==> src/rtl/bpu_pkg.sv <==
// Shared branch-prediction types for the fetch front end and the predictor.
// Holds the PC width, the per-stage prediction tracker entry and the next-PC select encoding.
// Ports: none (package).
package bpu_pkg;

  localparam int PC_W = 32;

  // One in-flight prediction, carried alongside the instruction it was made for.
  typedef struct packed {
    logic            valid;
    logic            pred_taken;
    logic [PC_W-1:0] pred_target;
  } trk_entry_t;

  typedef enum logic [1:0] {
    NPC_RESTORE,
    NPC_HOLD,
    NPC_PRED,
    NPC_SEQ
  } npc_sel_t;

  // Next-PC source, highest priority first: repair, freeze, predicted redirect, sequential.
  function automatic npc_sel_t npc_select(input logic mispredict,
                                          input logic hold,
                                          input logic pred_taken);
    npc_sel_t sel;
    if (mispredict)      sel = NPC_RESTORE;
    else if (hold)       sel = NPC_HOLD;
    else if (pred_taken) sel = NPC_PRED;
    else                 sel = NPC_SEQ;
    return sel;
  endfunction

endpackage

==> src/rtl/pred_tracker.sv <==
// Three-deep shift register (IF/ID, ID/EX, EX/MEM) of predictions made at fetch.
// Ports: clk_in/nrst_in; shift_en advances one stage, clear drops all entries (wins over shift),
// load_entry enters at IF/ID, exmem_entry is the prediction for the instruction now resolving.
module pred_tracker
  import bpu_pkg::*;
(
  input  logic       clk_in,
  input  logic       nrst_in,
  input  logic       shift_en,
  input  logic       clear,
  input  trk_entry_t load_entry,
  output trk_entry_t exmem_entry
);

  trk_entry_t if_id_q;
  trk_entry_t id_ex_q;
  trk_entry_t ex_mem_q;

  always_ff @(posedge clk_in or negedge nrst_in) begin
    if (!nrst_in) begin
      if_id_q  <= '0;
      id_ex_q  <= '0;
      ex_mem_q <= '0;
    end else if (clear) begin
      // Everything younger than the mispredicted branch is wrong-path, including this fetch.
      if_id_q  <= '0;
      id_ex_q  <= '0;
      ex_mem_q <= '0;
    end else if (shift_en) begin
      if_id_q  <= load_entry;
      id_ex_q  <= if_id_q;
      ex_mem_q <= id_ex_q;
    end
  end

  assign exmem_entry = ex_mem_q;

endmodule

==> src/rtl/fetch_pc.sv <==
// Fetch PC register with prediction tracking, misprediction repair and branch statistics.
// Ports: clk_in/nrst_in; stall_in freezes; fetch_prediction_in/pc_prediction_in steer fetch;
// exmem_* resolve the oldest tracked branch; outputs are fetch PC/valid, flush, mispredict, counters.
module fetch_pc
  import bpu_pkg::*;
#(
  parameter int            PC           = 32,
  parameter logic [PC-1:0] RESET_VECTOR = '0
) (
  input  logic          clk_in,
  input  logic          nrst_in,
  input  logic          stall_in,
  input  logic          fetch_prediction_in,
  input  logic [PC-1:0] pc_prediction_in,
  input  logic          exmem_jmp_br_in,
  input  logic          exmem_pc_src_in,
  input  logic [PC-1:0] exmem_pc_branch_in,
  input  logic [PC-1:0] pc_restore_in,
  output logic [PC-1:0] fetch_pc_out,
  output logic          fetch_valid_out,
  output logic          flush_out,
  output logic          mispredict_out,
  output logic [31:0]   branch_count_out,
  output logic [31:0]   mispredict_count_out
);

  logic          live_q;
  logic [PC-1:0] pc_q;
  logic [31:0]   branch_cnt_q;
  logic [31:0]   mispredict_cnt_q;

  trk_entry_t    load_entry;
  trk_entry_t    s3;
  logic          actual_taken;
  logic          mispredict;
  logic          branch_resolved;
  logic          advance;
  npc_sel_t      npc_sel;
  logic [PC-1:0] npc_raw;
  logic [PC-1:0] npc;

  // live_q stays low for the first edge after reset so RESET_VECTOR is presented as a live fetch.
  assign advance = live_q & ~stall_in;

  always_comb begin
    load_entry             = '0;
    load_entry.valid       = 1'b1;
    load_entry.pred_taken  = fetch_prediction_in;
    load_entry.pred_target = PC_W'(pc_prediction_in);
  end

  pred_tracker u_pred_tracker (
    .clk_in      (clk_in),
    .nrst_in     (nrst_in),
    .shift_en    (advance),
    .clear       (mispredict),
    .load_entry  (load_entry),
    .exmem_entry (s3)
  );

  // A predicted-taken slot that turns out not to be a branch (predictor alias) compares as
  // taken vs. not-taken, so it is caught by the direction check.
  assign actual_taken    = exmem_jmp_br_in & exmem_pc_src_in;
  assign mispredict      = ~stall_in & s3.valid &
                           ((s3.pred_taken != actual_taken) |
                            (s3.pred_taken & actual_taken &
                             (s3.pred_target != PC_W'(exmem_pc_branch_in))));
  assign branch_resolved = ~stall_in & s3.valid & exmem_jmp_br_in;

  always_comb begin
    npc_sel = npc_select(mispredict, stall_in | ~live_q, fetch_prediction_in);
    case (npc_sel)
      NPC_RESTORE: npc_raw = pc_restore_in;
      NPC_HOLD:    npc_raw = pc_q;
      NPC_PRED:    npc_raw = pc_prediction_in;
      default:     npc_raw = pc_q + PC'(4);
    endcase
    npc = {npc_raw[PC-1:2], 2'b00};
  end

  always_ff @(posedge clk_in or negedge nrst_in) begin
    if (!nrst_in) begin
      live_q           <= 1'b0;
      pc_q             <= RESET_VECTOR;
      branch_cnt_q     <= '0;
      mispredict_cnt_q <= '0;
    end else begin
      live_q <= 1'b1;
      pc_q   <= npc;
      if (branch_resolved && branch_cnt_q != 32'hFFFF_FFFF)
        branch_cnt_q <= branch_cnt_q + 32'd1;
      if (mispredict && mispredict_cnt_q != 32'hFFFF_FFFF)
        mispredict_cnt_q <= mispredict_cnt_q + 32'd1;
    end
  end

  assign fetch_pc_out         = pc_q;
  assign fetch_valid_out      = live_q & ~mispredict;
  assign flush_out            = mispredict;
  assign mispredict_out       = mispredict;
  assign branch_count_out     = branch_cnt_q;
  assign mispredict_count_out = mispredict_cnt_q;

endmodule
==> config.mk <==
export PLATFORM = sky130hd
export DESIGN_NAME = fetch_pc
export DESIGN_NICKNAME = d
export VERILOG_FILES = /design/src/rtl/bpu_pkg.sv /design/src/rtl/pred_tracker.sv /design/src/rtl/fetch_pc.sv
export SDC_FILE = /design/constraint.sdc
export NUM_CORES = 1
export LEC_CHECK = 0
export CAP_MARGIN = 10
export CORE_UTILIZATION = 47
export DETAILED_ROUTE_END_ITERATION = 8
export PLACE_DENSITY_LB_ADDON = 0.1
export SYNTH_ARGS = -nofsm -noshare
export SYNTH_HDL_FRONTEND = slang
export SYNTH_SLANG_ARGS = --single-unit
export TNS_END_PERCENT = 1
==> constraint.sdc <==
create_clock -name clk_in -period 2.7 [get_ports clk_in]
set_input_delay 0.54 -clock clk_in [delete_from_list [all_inputs] [get_ports clk_in]]
set_output_delay 0.54 -clock clk_in [all_outputs]
set_load 0.03 [all_outputs]
==> results of run 1 <==
worst max-delay path by stage:
| stage | depth (start not counted) | to | slack [ps] |
|---|---|---|---|
| 2_1_floorplan | 9 | fetch_valid_out | 50 |
| 3_3_place_gp | 9 | fetch_valid_out | -380 |
| 3_5_place_dp | 9 | fetch_valid_out | -400 |
| 4_1_cts | 9 | fetch_valid_out | -210 |
| 5_1_grt | 9 | fetch_valid_out | -300 |
| 6_report | 9 | fetch_valid_out | -210 |
power breakdown:
| group | internal, mW | switching (mW) |
|---|---|---|
| clock | 1.27 | 1.20 |
| sequential | 3.56 | 0.604 |
| combinational | 1.21 | 1.43 |
cell usage after synthesis (all sizes together), types with 2 or more instances:
master	number
a41oi	2
o22ai	3
or3	3
nand2b	3
conb	2
a211oi	10
ha	4
o2111ai	2
dfrtp	197
nor4b	3
nor2b	4
mux2	4
nand3	45
clkbuf	41
o221ai	4
xnor2	52
mux2i	2
nand2	265
o211ai	3
and2	8
nor2	35
a21oi	127
nor3	11
a31oi	5
inv	10
nand4	30
buf	22
a221o	12
nor4	12
o21ai	12
and3	23
a221oi	2
and4	10
xor2	57
or4	2
stage by stage:
stage / utilization (%) / hold slack [ps]
4_1_cts: 64.4 / 120
3_5_place_dp: 61.4 / 480
6_report: 64.5 / 104
5_1_grt: 64.5 / 129
3_3_place_gp: 61.4 / 479
2_1_floorplan: - / 244
placed cells by master (no fill, tap or decap), types with 3 or more instances in the layout:
cell,n
nand2_1,265
dfrtp_1,197
clkdlybuf4s50_1,184
a21oi_1,127
xor2_1,57
xnor2_1,52
buf_4,48
nand3_1,45
nor2_1,33
nand4_1,29
and3_1,23
clkbuf_16,17
a221o_1,12
o21ai_0,11
nor3_1,10
a211oi_1,10
inv_1,9
and4_1,8
dlygate4sd2_1,8
buf_12,8
nor4_2,7
and2_1,7
inv_6,7
nor4_1,5
a31oi_1,5
nor2b_1,4
mux2_2,4
o221ai_1,4
ha_1,4
inv_8,3
or3_1,3
o22ai_1,3
conb_1,3
clkbuf_8,3
logic make-up (layout without fill, tap and decap cells):
logic type               Yosys count  count (layout)  synth area share [%]
other                              2               3                0.0788
buffers and inverters             73             292                  3.11
multiplexers                       6               6                 0.683
adder cells (fa/ha/maj)            4               4                 0.525
XOR/XNOR                         109             109                  10.0
AO/OA/AOI/OAI                    187             187                  11.6
flip-flops                       197             197                  51.7
AND/OR/NAND/NOR                  455             455                  22.3
registers in the layout, summed over array words and instances (netlist names):
name and cells:
live_q 1, u_pred_tracker.exmem_entry 34, branch_count_out 32, mispredict_count_out 32, u_pred_tracker.id_ex_q 34, u_pred_tracker.if_id_q 34
fetch_pc_out 30
what timing repair did:
item                                    CTS  global route
pin swaps                                13             5
buffers inserted                          2             1
resized for setup                        14             1
endpoints found under the setup margin    3            32
layer usage:
layer / share of wire [%] / vias to the layer above / GRT usage [%] / routed length [µm]
li1: - / 3958 / - / -
met1: 49 / 3929 / 37.8 / 12400
met2: 44 / 258 / 36.0 / 11100
met3: 5.6 / 27 / 5.23 / 1430
met4: 1.5 / 0 / 7.31 / 375
met5: 0 / - / 0 / 0
area by class of cell:
cell class                      count  area, µm²
Clock inverter                     12        106
Inverter                           10       45.0
Sequential cell                   197       4930
Multi-Input combinational cell    764       4350
Tap cell                          265        332
Clock buffer                       20        457
Timing Repair Buffer              250       2460
Fill cell                        1731       6980
==> out/metrics.yaml, run 1 <==
placed_design:
  dp_slack_ps: -398
  numPortBuffers: 196
  placed_cell_area_um2: 12100
  dpl.cell_count: 1483
  dp_hpwl_mm: 17.8
  gp_congestion: 0.845
drt:
  wl_mm: 25.3
  vias: 8172
  drt_iter0_markers: 567
  viasPerCell: 5.38
  firstDrtPassIters: 5
  drt-wirelength-per-cell_um: 16.7
  route.detailed.drc: 0
  ant_nets: 0
setup_path:
  r2r_slack_ps: 120
  slowest_stage: "clkdlybuf4s50_1"
  crit_fanout: 4
  crit_family: "simple AND/OR/NAND/NOR gates"
  critPathMaxStageDelay_ps: 420
  worst_ep_arrival_time_ps: 2370
  crit_required_ps: 2160
  crit_chain: "clkdlybuf4s50_1 -> xor2_1 -> nor4_2 -> nand4_1 -> o211ai_2 -> and2_4 -> inv_8 -> nor2_4 -> buf_12"
  startpoint_type: "input port"
  timing.rr.start: "u_pred_tracker.exmem_entry[23]"
  cp-end-kind: "output pin"
  path_buf_inv: 3
  r2r-end: "fetch_pc_out[30]"
  path_class: "input port to output pin"
  reg2reg_depth: 11
  startpoint: "exmem_pc_branch_in[31]"
yosys:
  synth_area_per_cell_um2: 9.22
  synth_edf_count: 0
  netlist.area_leader.share_pct: 51.7
  synth_top_area_cell: "dfrtp_1"
  ys_ff_latch: 197
  netlist_top_cells_area: "dfrtp_1 (52%), nand2_1 (10%), a21oi_1 (6.7%)"
  synth_cell_type_count: 52
  ys.flop_type: "dfrtp_1"
  async_flop_share_pct: 100
  seq_area_frac_synth_pct: 51.7
  yosysWarnings: 0
  synthesis.area_um2: 9530
  syn_inst: 1033
clocking:
  ctsHtreeMaxLevel: 4
  insertion_delay_ps: 430
  hold_buffers: 0
  cts.path.max_buffers: 2
  cts-root-buf: "clkbuf_16"
  clock_sinks: 197
  cts_inserted_buffers: 17
  clkTransAtPathRegs_ps: 70
  cts_tree: "built"
power:
  power_density_nw_per_um2: 732
  peakVddDrop_v: 0.000456
  p_total_mw: 9.27
  power_leakage_nw: 5.56
floorplanning:
  rows: 51
  die_w_um: 144
  boundaryPins: 201
  core-area_um2: 19700
  die_y_um: 144
  die-area_um2: 20800
  initial_core_util_pct: 48.5
timing:
  rsz0062_at_grt: "yes"
  worst_slew_pin_slew_ps: 594
  final.setup.worst_slack_ps: -207
  max_clock_freq_mhz: 344
  hold_viol: 0
  finClkSkew_ps: 12.7
  period_needed_ps: 2910
  slew_headroom_pct: 60.4
  fin_tns_setup_ps: -512
  timing.final.crit_share_pct: 108
  setup_violations: 3
  slew_viol_final: 0
layout:
  final_nets: 1346
  drive_above_1_share_pct: 9.02
  area_growth_pct: 33.0
  diodes: 0
  fin_area_um2: 12700
  fin_cells: 1518
global_routing:
  antenna_found_initial: 0
  grt_max_degree: 71
  grt_pass1_vias: 7759
  grt_pass1_wl_mm: 40.2
  grt_usage_pct: 25.1
  grt_overflow_total: 0
outcome:
  failed_checks: "setup timing"
  status: "finished, violations left"
worst_hold_path:
  hold_path_class: "input port to async pin"
flow_run:
  cap_violations: 0
Note: power is estimated with default switching activity, not from simulation.
==> run 2: changes to the inputs <==
--- a/config.mk
+++ b/config.mk
@@ -6,7 +6,9 @@
 export NUM_CORES = 1
 export LEC_CHECK = 0
 export CAP_MARGIN = 10
-export CORE_UTILIZATION = 47
+export CELL_PAD_IN_SITES_DETAIL_PLACEMENT = 1
+export CELL_PAD_IN_SITES_GLOBAL_PLACEMENT = 1
+export CORE_UTILIZATION = 35
 export DETAILED_ROUTE_END_ITERATION = 8
 export PLACE_DENSITY_LB_ADDON = 0.1
 export SYNTH_ARGS = -nofsm -noshare
==> run 2 against run 1 <==
  * Maximum frequency is 2.1% lower
  * Critical path type unchanged
  * Sequential power hardly changed
  * The flow still finishes with violations (setup timing)
  * Highest routed layer unchanged
  * Register-to-register slack better by 60 ps
==> out/metrics.yaml, run 2 (synthesis results as in run 1) <==
outcome:
  status: "finished, violations left"
  failed_checks: "setup timing"
layout:
  layout_commonest_cell: "nand2_1"
  drive_above_1_share_pct: 8.98  # -0.037 points
  final_nets: 1340  # -0.45%
  final_cell_mix: "nand2_1 (265), dfrtp_1 (197), clkdlybuf4s50_1 (179), a21oi_1 (127), xor2_1 (53)"
  area_growth_pct: 34.8
  diodes: 0  # unchanged
  nFillCells: 3088  # +78%
  ff_latch_area_um2: 4930  # unchanged
  multiInputGateArea_um2: 4380  # +0.69%
  fin_area_um2: 12800  # +1.3%
global_routing:
  grt_pass1_wl_mm: 46.7  # +16%
  grtUsageMet2_pct: 31.6  # -4.4 points
  grt_pass1_vias: 8276  # +6.7%
  grt_overflow_total: 0  # unchanged
  met3_usage_pct: 3.07  # -2.2 points
  grtUsageMet1_pct: 32.3  # -5.4 points
  grt_usage_pct: 21.2  # -3.9 points
  grt-busiest-layer: "met1"
  antenna_found_initial: 0  # unchanged
  grt_max_degree: 91  # +28%
setup_path:
  slowest_stage: "clkdlybuf4s50_1"
  worst_ep_arrival_time_ps: 2430  # +60 ps
  path_buf_inv: 4  # +1
  crit_fanout: 5  # +1
  startpoint_type: "input port"
  path_class: "input port to output pin"
  crit_required_ps: 2160  # about the same
  cp-end-kind: "output pin"
  cpMostUsedCell: "buf_12"
  crit_chain: "clkdlybuf4s50_1 -> xor2_1 -> nor4_2 -> nand4_1 -> o211ai_2 -> and2_4 -> inv_8 -> buf_12 -> nor2_4 -> buf_12"
  crit_family: "simple AND/OR/NAND/NOR gates"
  critPathMaxStageDelay_ps: 410  # about the same
drt:
  drt-wirelength-per-cell_um: 18.1  # +9.0%
  vias: 8163  # -0.11%
  firstDrtPassIters: 7  # +2
  route.detailed.drc: 0  # unchanged
  viasPerCell: 5.14  # -4.5%
  drt_iter0_markers: 417  # -26%
  ant_nets: 0  # unchanged
  wl_mm: 28.8  # +14%
timing:
  final.setup.worst_slack_ps: -268  # -61.5 ps
  fin_hold_ws_ps: 70.0  # -34.3 ps
  slew_viol_final: 0  # unchanged
  timing.final.crit_share_pct: 110  # +2.3 points
  rsz0062_at_grt: "yes"
  fin_tns_setup_ps: -660  # -148 ps
  slew_headroom_pct: 60.4  # about the same
  worst_slew_pin_slew_ps: 595  # +0.535 ps
  period_needed_ps: 2970  # +61.5 ps
  max_clock_freq_mhz: 337  # -2.1%
  hold_viol: 0  # unchanged
  finClkSkew_ps: 16.8  # +4.12 ps
  setup_violations: 3  # unchanged
power:
  power_leakage_nw: 5.57  # +0.25%
  peakVddDrop_v: 0.000423  # -7.2%
  power_density_nw_per_um2: 740  # +1.1%
placed_design:
  numPortBuffers: 196  # unchanged
  gp_congestion: 0.819  # -3.0%
  placed_cell_area_um2: 12100  # +0.39%
  dp_hpwl_mm: 20.4  # +14%
floorplanning:
  die_w_um: 167  # +16%
  core-area_um2: 26800  # +36%
  rows: 60  # +18%
  initial_core_util_pct: 35.6  # -13 points
  boundaryPins: 201  # unchanged
  die_y_um: 167  # +16%
  die-area_um2: 27900  # +34%
clocking:
  clock_sinks: 197  # unchanged
  cts-root-buf: "clkbuf_16"
  clkTransAtPathRegs_ps: 90  # +20 ps
  cts_inserted_buffers: 17  # unchanged
  ctsHtreeMaxLevel: 4  # unchanged
  cts.path.max_buffers: 2  # unchanged
  cts_tree: "built"
  hold_buffers: 0  # unchanged
  insertion_delay_ps: 440  # about the same
worst_hold_path:
  hold_path_class: "input port to async pin"
flow_run:
  cap_violations: 0  # unchanged
[run 2: worst paths after layout]
check	slack (ps)	to	cells past startpoint	start
max reg2reg	180	fetch_pc_out[16]	10	u_pred_tracker.exmem_entry[15]
min	70	branch_count_out[5]	1	nrst_in
max	-270	fetch_valid_out	10	exmem_pc_branch_in[27]
min reg2reg	500	branch_count_out[7]	1	branch_count_out[7]
max in group asynchronous	1830	u_pred_tracker.exmem_entry[22]	2	nrst_in
min in group clk_in	500	branch_count_out[7]	1	branch_count_out[7]
[run 2: where the power goes]
group / switching, mW / internal [mW]
Sequential: 0.621 / 3.56
Clock: 1.33 / 1.26
Combinational: 1.49 / 1.24
Total: 3.44 / 6.06
[run 2: cell type report]
class / instances / share of cell area, %
inverters: 10 / 0.351
clock inverters: 15 / 1.35
multi-input cells: 764 / 34.1
well taps: 341 / 3.32
clock buffers: 17 / 3.31
flip-flops and latches: 197 / 38.4
repair buffers: 244 / 19.2
[run 2: stage by stage]
| step | util, % | cells | setup slack [ps] | power, mW |
|---|---|---|---|---|
| detailed placement | 45.2 | 1552 | -691 | 6.93 |
| global route | 47.9 | 1588 | -423 | 10.0 |
| CTS | 47.8 | 1587 | -345 | 9.59 |
| floorplan | - | 1034 | 48.2 | 5.64 |
| finish | 47.9 | 1588 | -268 | 9.50 |
| global placement | 45.2 | 1552 | -700 | 6.87 |
[run 2: timing repair]
action                     in CTS  in global routing
resized for setup              27                  7
gates cloned                    1                  0
setup endpoints to repair      74                 69
buffers inserted                2                  1
pin swaps                      12                  6
[run 2: metal layers]
| metal | share of wire (%) | up-vias |
|---|---|---|
| met3 | 3.6 | 17 |
| li1 | - | 3933 |
| met4 | 0.74 | 0 |
| met1 | 52 | 4033 |
| met5 | 0 | - |
| met2 | 44 | 180 |
==> run 3: changes to the inputs <==
--- a/config.mk
+++ b/config.mk
@@ -11,6 +11,7 @@
 export CORE_UTILIZATION = 35
 export DETAILED_ROUTE_END_ITERATION = 8
 export PLACE_DENSITY_LB_ADDON = 0.1
+export SKIP_LAST_GASP = 1
 export SYNTH_ARGS = -nofsm -noshare
 export SYNTH_HDL_FRONTEND = slang
 export SYNTH_SLANG_ARGS = --single-unit
==> run 3 against run 2 <==
  * The run still ends with setup timing left
  * Hold slack gained 0.61 ps
  * Clock skew is 2.7 ps higher
  * Worst setup slack worse by 20 ps
==> out/metrics.yaml, run 3 (synthesis results as in run 1) <==
timing:
  max_clock_freq_mhz: 335  # -0.68%
  slew_viol_final: 0  # unchanged
  timing.final.crit_share_pct: 111  # +0.76 points
  setup_violations: 3  # unchanged
  finClkSkew_ps: 19.5  # +2.71 ps
  hold_viol: 0  # unchanged
  rsz0062_at_grt: "yes"
  worst_slew_pin_slew_ps: 672  # +77.7 ps
  fin_tns_setup_ps: -836  # -176 ps
  final.setup.worst_slack_ps: -288  # -20.4 ps
  slew_headroom_pct: 55.2  # -5.2 points
  period_needed_ps: 2990  # +20.4 ps
setup_path:
  crit_family: "simple AND/OR/NAND/NOR gates"
  cpMostUsedCell: "buf_12"
  path_class: "input port to output pin"
  startpoint_type: "input port"
  crit_required_ps: 2160  # about the same
  worst_ep_arrival_time_ps: 2450  # +20 ps
  crit_chain: "clkdlybuf4s50_1 -> xor2_1 -> nor4_2 -> nand4_1 -> o211ai_2 -> and2_4 -> inv_8 -> buf_12 -> nor2_4 -> buf_12"
  crit_fanout: 5  # unchanged
  critPathMaxStageDelay_ps: 410  # about the same
  startpoint: "exmem_pc_branch_in[27]"
  cp-end-kind: "output pin"
  path_buf_inv: 4  # unchanged
  timing.rr.start: "u_pred_tracker.exmem_entry[15]"
  slowest_stage: "clkdlybuf4s50_1"
clocking:
  clkTransAtPathRegs_ps: 90  # about the same
  cts_tree: "built"
  cts.path.max_buffers: 2  # unchanged
  clock_sinks: 197  # unchanged
  hold_buffers: 0  # unchanged
  cts-root-buf: "clkbuf_16"
  cts_inserted_buffers: 17  # unchanged
  insertion_delay_ps: 440  # about the same
  ctsHtreeMaxLevel: 4  # unchanged
outcome:
  failed_checks: "setup timing"
  status: "finished, violations left"
drt:
  drt_iter0_markers: 423  # +1.4%
  ant_nets: 0  # unchanged
  firstDrtPassIters: 7  # unchanged
  drt-wirelength-per-cell_um: 18.1  # about the same
  route.detailed.drc: 0  # unchanged
  vias: 8196  # +0.40%
  wl_mm: 28.8  # about the same
  viasPerCell: 5.16  # +0.40%
layout:
  area_growth_pct: 34.7  # about the same
  final_cell_mix: "nand2_1 (265), dfrtp_1 (197), clkdlybuf4s50_1 (179), a21oi_1 (127), xor2_1 (53)"
  diodes: 0  # unchanged
  fin_cells: 1588  # unchanged
  fin_area_um2: 12800  # about the same
  layout_commonest_cell: "nand2_1"
  final_nets: 1340  # unchanged
  drive_above_1_share_pct: 8.82  # -0.16 points
floorplanning:
  core-area_um2: 26800  # unchanged
  die-area_um2: 27900  # unchanged
  initial_core_util_pct: 35.6  # unchanged
  die_y_um: 167  # unchanged
  rows: 60  # unchanged
  boundaryPins: 201  # unchanged
  die_w_um: 167  # unchanged
placed_design:
  gp_congestion: 0.819  # unchanged
  dp_slack_ps: -691  # unchanged
  numPortBuffers: 196  # unchanged
  placed_cell_area_um2: 12100  # unchanged
  dp_hpwl_mm: 20.4  # unchanged
  dpl.cell_count: 1552  # unchanged
global_routing:
  grt_max_degree: 91  # unchanged
  grt_usage_pct: 21.2  # about the same
  grt_overflow_total: 0  # unchanged
  grt_pass1_wl_mm: 46.7  # about the same
  antenna_found_initial: 0  # unchanged
  grt_pass1_vias: 8274  # -0.024%
power:
  p_total_mw: 9.49  # about the same
  power_density_nw_per_um2: 739  # about the same
  peakVddDrop_v: 0.000422  # -0.27%
  power_leakage_nw: 5.57  # about the same
flow_run:
  cap_violations: 0  # unchanged
worst_hold_path:
  hold_path_class: "input port to async pin"
## run 3: cell counts in the layout (fill, tap and decap cells not counted)
No cell type changed its count.
## run 3: repair_timing
action | 4_1_cts | 5_1_grt
gates cloned | 1 | 0
setup buffers | 2 | 1
gates resized for setup | 25 | 5
endpoints found under the hold margin | 0 | 0
endpoints found under the setup margin | 74 | 69
pin swaps | 12 | 6
## run 3: routing by layer
layer  vias to the layer above  track usage [%]  share of wire (%)
met1                      4054             32.3                 51
met3                        16             3.07                3.9
met2                       189             31.6                 44
li1                       3937                -                  -
met4                         0             4.19               0.71
met5                         -                0                  0
## run 3: path summary, 6_finish.rpt
check,end,slack [ps],cells past startpoint
setup / recovery,fetch_valid_out,-290,10
hold / removal,branch_count_out[5],70,1
setup reg to reg,mispredict_count_out[1],160,10
hold reg to reg,branch_count_out[7],500,1
max in group asynchronous,u_pred_tracker.exmem_entry[22],1830,2
min in group clk_in,branch_count_out[7],500,1
## run 3: report_power, final
part           leakage [nW]  internal, mW  switching, mW
Clock                 0.287          1.26           1.33
Sequential             2.58          3.56          0.620
Combinational          2.70          1.23           1.49
Total                  5.57          6.05           3.44
## run 3: layout make-up
type                    count  area, µm²
inverters                  10       45.0
fillers                  3088      14000
well taps                 341        427
flip-flops and latches    197       4930
clock inverters            15        174
clock buffers              17        425
repair buffers            244       2450
multi-input cells         764       4380
## run 3: worst reg2reg max path, delay by kind of cell, from the launching register on
family / cells / cell delay (ps)
xor gates and xnor gates: 1 / 150
muxes: 1 / 290
AOI/OAI and AO/OA: 1 / 230
buffers and inverters: 3 / 580
and+or+nand+nor: 4 / 760
DFF: 1 / 420
## run 3: per-stage QoR
step                utilization, %  hold WS [ps]
global route                  47.9           111
floorplan                        -           244
detailed placement            45.2           486
CTS                           47.8           105
global placement              45.2           483
finish                        47.9          70.7
==> patch 1 (config.mk and constraints of run 2) <==
Change the parameter `PC` from 32 to 16.
--- a/src/rtl/fetch_pc.sv
+++ b/src/rtl/fetch_pc.sv
@@ -5,5 +5,5 @@
   import bpu_pkg::*;
 #(
-  parameter int            PC           = 32,
+  parameter int            PC           = 16,
   parameter logic [PC-1:0] RESET_VECTOR = '0
 ) (
Ports: changed (resized exmem_pc_branch_in, fetch_pc_out, pc_prediction_in and pc_restore_in); port bits go from 201 to 137. The function was not compared with the original's and may differ.
==> patch 1 against run 2 <==
  * The run ends with design-rule violations, negative setup slack left
  * Setup slack improved by 0.19 ns
  * Final area fell by 30%
  * Critical path type unchanged
  * Power decreased by 34%
  * Combinational power shrank 51%
  * Synthesized cell count decreased by 33%
  * Via count down 31%
  * Sequential cell count shrank 64
  * Worst hold slack lost 0.041 ns
  * Global-route usage is 0.56 points lower
  * First-iteration DRC count is 31% lower
  * Largest cell class unchanged
  * Synthesized area is 32% lower
  * Critical endpoint unchanged
  * Wire length fell by 35%
==> patch 1: results (changes against run 2) <==
cts_resized: 25  # -7.4%
grtUsageTotal: 0.2060  # -0.005629
critPathMaxFanout: 2  # -3
wl_met1_um: 8804  # -41%
insertion_delay_ns: 0.41  # -0.03 ns
drc: 12  # +12
gp_congestion: 0.8048  # -1.7%
peakVddDrop_mv: 0.4316  # +2.0%
synthTopCellsByArea: "dfrtp_1 (51%), nand2_1 (8.8%), xor2_1 (6.9%)"
routed_wl_um: 18660  # -35%
violations: "design-rule violations, negative setup slack"
place_inst: 1050  # -32%
fin_skew_ns: 0.01064  # -0.006158 ns
routed-wl-met3_um: 746  # -29%
io_buffers: 132  # -33%
seq_area_frac_synth: 0.5105  # -0.006873
fin_ws_ns: -0.07374  # +0.1943 ns
first_global_vias: 6095  # -26%
fin_nets: 901  # -33%
clk_pin_slew_ns: 0.06  # -0.03 ns
via_per_inst: 5.230  # +1.7%
dr_wl_met2_um: 8892  # -30%
use_met1: 0.2743  # -0.04908
synth_common_cells: "nand2_1 (153), dfrtp_1 (133), a21oi_1 (69), xor2_1 (51)"
status: "finished with violations"
syn_inst: 693  # -33%
setup_viol: 3  # unchanged
avgRoutedWirePerCell_um: 17.21  # -5.1%
leakagePower_uw: 0.004047  # -27%
drt-pass1-iter-count: 6  # -1
==> patch 1: area by class of cell <==
cell class,count,area (um2)
Fill cell,2030,9144
Sequential cell,133,3328
Timing Repair Buffer,164,1603
Tap cell,229,286.5
Multi-Input combinational cell,517,3080
Clock buffer,19,452.9
Clock inverter,12,153.9
Inverter,10,37.54
==> patch 1: per-stage QoR <==
stage	area, um2	utilization	setup TNS [ns]	total power [uW]	worst slack (ns)
after detailed placement	8243	0.4558	-31.56	3923	-0.7017
after global routing	8942	0.4944	-0.3695	6637	-0.1513
after CTS	8896	0.4919	-0.1724	6365	-0.08381
final	8942	0.4944	-0.1459	6292	-0.07374
after floorplan	6526	-	0	3313	0.05661
after global placement	8243	0.4558	-21.24	3867	-0.5926
==> patch 1: logic make-up (layout without fill, tap and decap cells) <==
| family | count (synthesis) | in the layout |
|---|---|---|
| and+or+nand+nor | 306 | 306 |
| DFF | 133 | 133 |
| AOI/OAI and AO/OA | 118 | 118 |
| xor gates and xnor gates | 78 | 78 |
| buffers and inverters | 44 | 205 |
| muxes | 8 | 8 |
| adders and majority gates | 4 | 4 |
| other | 2 | 3 |
==> patch 1: final timing paths <==
kind | startpoint | endpoint | slack, ns | cells past startpoint
setup reg to reg | u_pred_tracker.exmem_entry[15] | fetch_pc_out[13] | 0.27 | 9
max in group asynchronous | nrst_in | branch_count_out[9] | 1.95 | 2
hold reg to reg | mispredict_count_out[17] | mispredict_count_out[17] | 0.50 | 1
setup / recovery | exmem_pc_branch_in[10] | fetch_valid_out | -0.07 | 8
hold / removal | nrst_in | u_pred_tracker.if_id_q[1] | 0.03 | 1
min in group clk_in | mispredict_count_out[17] | mispredict_count_out[17] | 0.50 | 1
==> patch 1: power breakdown <==
part | internal (uW) | switching, uW
Sequential | 2300 | 281
Clock | 1500 | 886
Combinational | 583 | 750
==> patch 2 (flow settings as in run 2) <==
Made on the original files. Make the reset (`nrst_in`) synchronous in 2 clocked blocks.
--- a/src/rtl/pred_tracker.sv
+++ b/src/rtl/pred_tracker.sv
@@ -17,5 +17,5 @@
   trk_entry_t ex_mem_q;
 
-  always_ff @(posedge clk_in or negedge nrst_in) begin
+  always_ff @(posedge clk_in) begin
     if (!nrst_in) begin
       if_id_q  <= '0;
--- a/src/rtl/fetch_pc.sv
+++ b/src/rtl/fetch_pc.sv
@@ -79,5 +79,5 @@
   end
 
-  always_ff @(posedge clk_in or negedge nrst_in) begin
+  always_ff @(posedge clk_in) begin
     if (!nrst_in) begin
       live_q           <= 1'b0;
Behaviour: differs if nrst_in is asserted again (counterexample within 4 cycles, from zero or initial values and one cycle with nrst_in low); with nrst_in held inactive, the same outputs for 10 cycles.
==> patch 2 against run 2 <==
  * The flow finishes with violations (design-rule violations, negative setup slack)
  * Largest cell class is now multi-input gates
  * Critical path depth fell by 1
  * First-iteration DRC count rose by 31%
  * Synthesized area fell by 1.9%
  * Critical endpoint unchanged
  * Setup slack improved by 0.12 ns
  * Wire length rose by 7.4%
  * Final area fell by 2.2%
  * Sequential cell count did not move
Power is not compared: it rests on default switching activity, and its combinational part moved more than twofold at a synthesized area within 25%.
==> patch 2: results (changes against run 2) <==
hpwl_um: 21960  # +7.8%
seq_area_frac_synth: 0.4217  # -0.09566
rrSetupSlack_ns: 0.09  # -0.09 ns
setup_viol: 6  # +3
clock_area_frac: 0.05071  # +0.004044
non_clock_buffer_count: 247  # +1.2%
synth_mux_area_frac: 0.01552  # +0.008691
antenna_found_initial: 2  # +2
rr_startpoint: "u_pred_tracker.exmem_entry[28]"
fin_skew_ns: 0.01729  # +0.0004936 ns
grtUsageTotal: 0.2257  # +0.01407
synthAdderAreaFrac: 0.005351  # +0.00009907
synth-async-reset-ratio: 0  # -1.000
slowest_stage: "nor4_4"
ys_types: 66  # +27%
tns_ns: -0.4192  # +0.2412 ns
violations: "design-rule violations, negative setup slack"
synth_xor_area_frac: 0.06087  # -0.03931
fin_nets: 1471  # +9.8%
r2r_end: "u_pred_tracker.exmem_entry[18]"
inv_count: 14  # +4
vias: 9094  # +11%
dieWidth_um: 165.5  # -0.92%
multi_input_gates: 888  # +16%
synth_compound_area_frac: 0.1791  # +0.06345
bufAreaShareNonClock: 0.1952  # +0.003439
place_inst: 1678  # +8.1%
reg2reg_depth: 12  # +2
status: "finished with violations"
synthTopCellsByArea: "dfxtp_1 (42%), nand2_1 (11%), a21oi_1 (8.7%)"
seq_area_um2: 3954  # -20%
ys.flop_type: "dfxtp_1"
routed_wl_um: 30940  # +7.4%
drive_above_1_share: 0.09144  # +0.001621
max_stage_delay_ns: 0.41  # about the same
gp_congestion: 0.7933  # -3.1%
critPathArrivalTime_ns: 2.31  # -0.12 ns
diodes: 2  # +2
drc: 18  # +18
grt_max_degree: 103  # +13%
grt_pass1_wl_um: 48130  # +3.0%
fin_ws_ns: -0.1465  # +0.1216 ns
first_global_vias: 8798  # +6.3%
hold_path.class: "flip-flop to flip-flop"
drt_iter0_drc: 548  # +31%
## patch 2: cell count changes after synthesis, moves of 19 or more
cell     change
a21oi_1     +36
dfrtp_1    -197
dfxtp_1    +197
nor2_1      +26
o21ai_0     +19
o31ai_1     +24
xor2_1      -35
## patch 2: per-layer routing
layer,global-route usage,share of wire
met1,0.3231,0.50
met2,0.3438,0.45
met4,0.05950,0.012
met5,0,0
met3,0.04321,0.043
## patch 2: stage by stage
step | setup WS, ns | util | hold slack [ns]
2_1_floorplan | -0.01802 | - | 0.4321
3_3_place_gp | -0.5996 | 0.4526 | 0.4397
3_5_place_dp | -0.6498 | 0.4526 | 0.4470
4_1_cts | -0.1852 | 0.4791 | 0.4531
5_1_grt | -0.2354 | 0.4806 | 0.4649
6_report | -0.1465 | 0.4806 | 0.4452
## patch 2: repair_timing
| item | 4_1_cts | 5_1_grt |
|---|---|---|
| gates resized for setup | 53 | 7 |
| setup endpoints to repair | 3 | 6 |
| pin swaps | 32 | 11 |
| setup buffers | 2 | 1 |
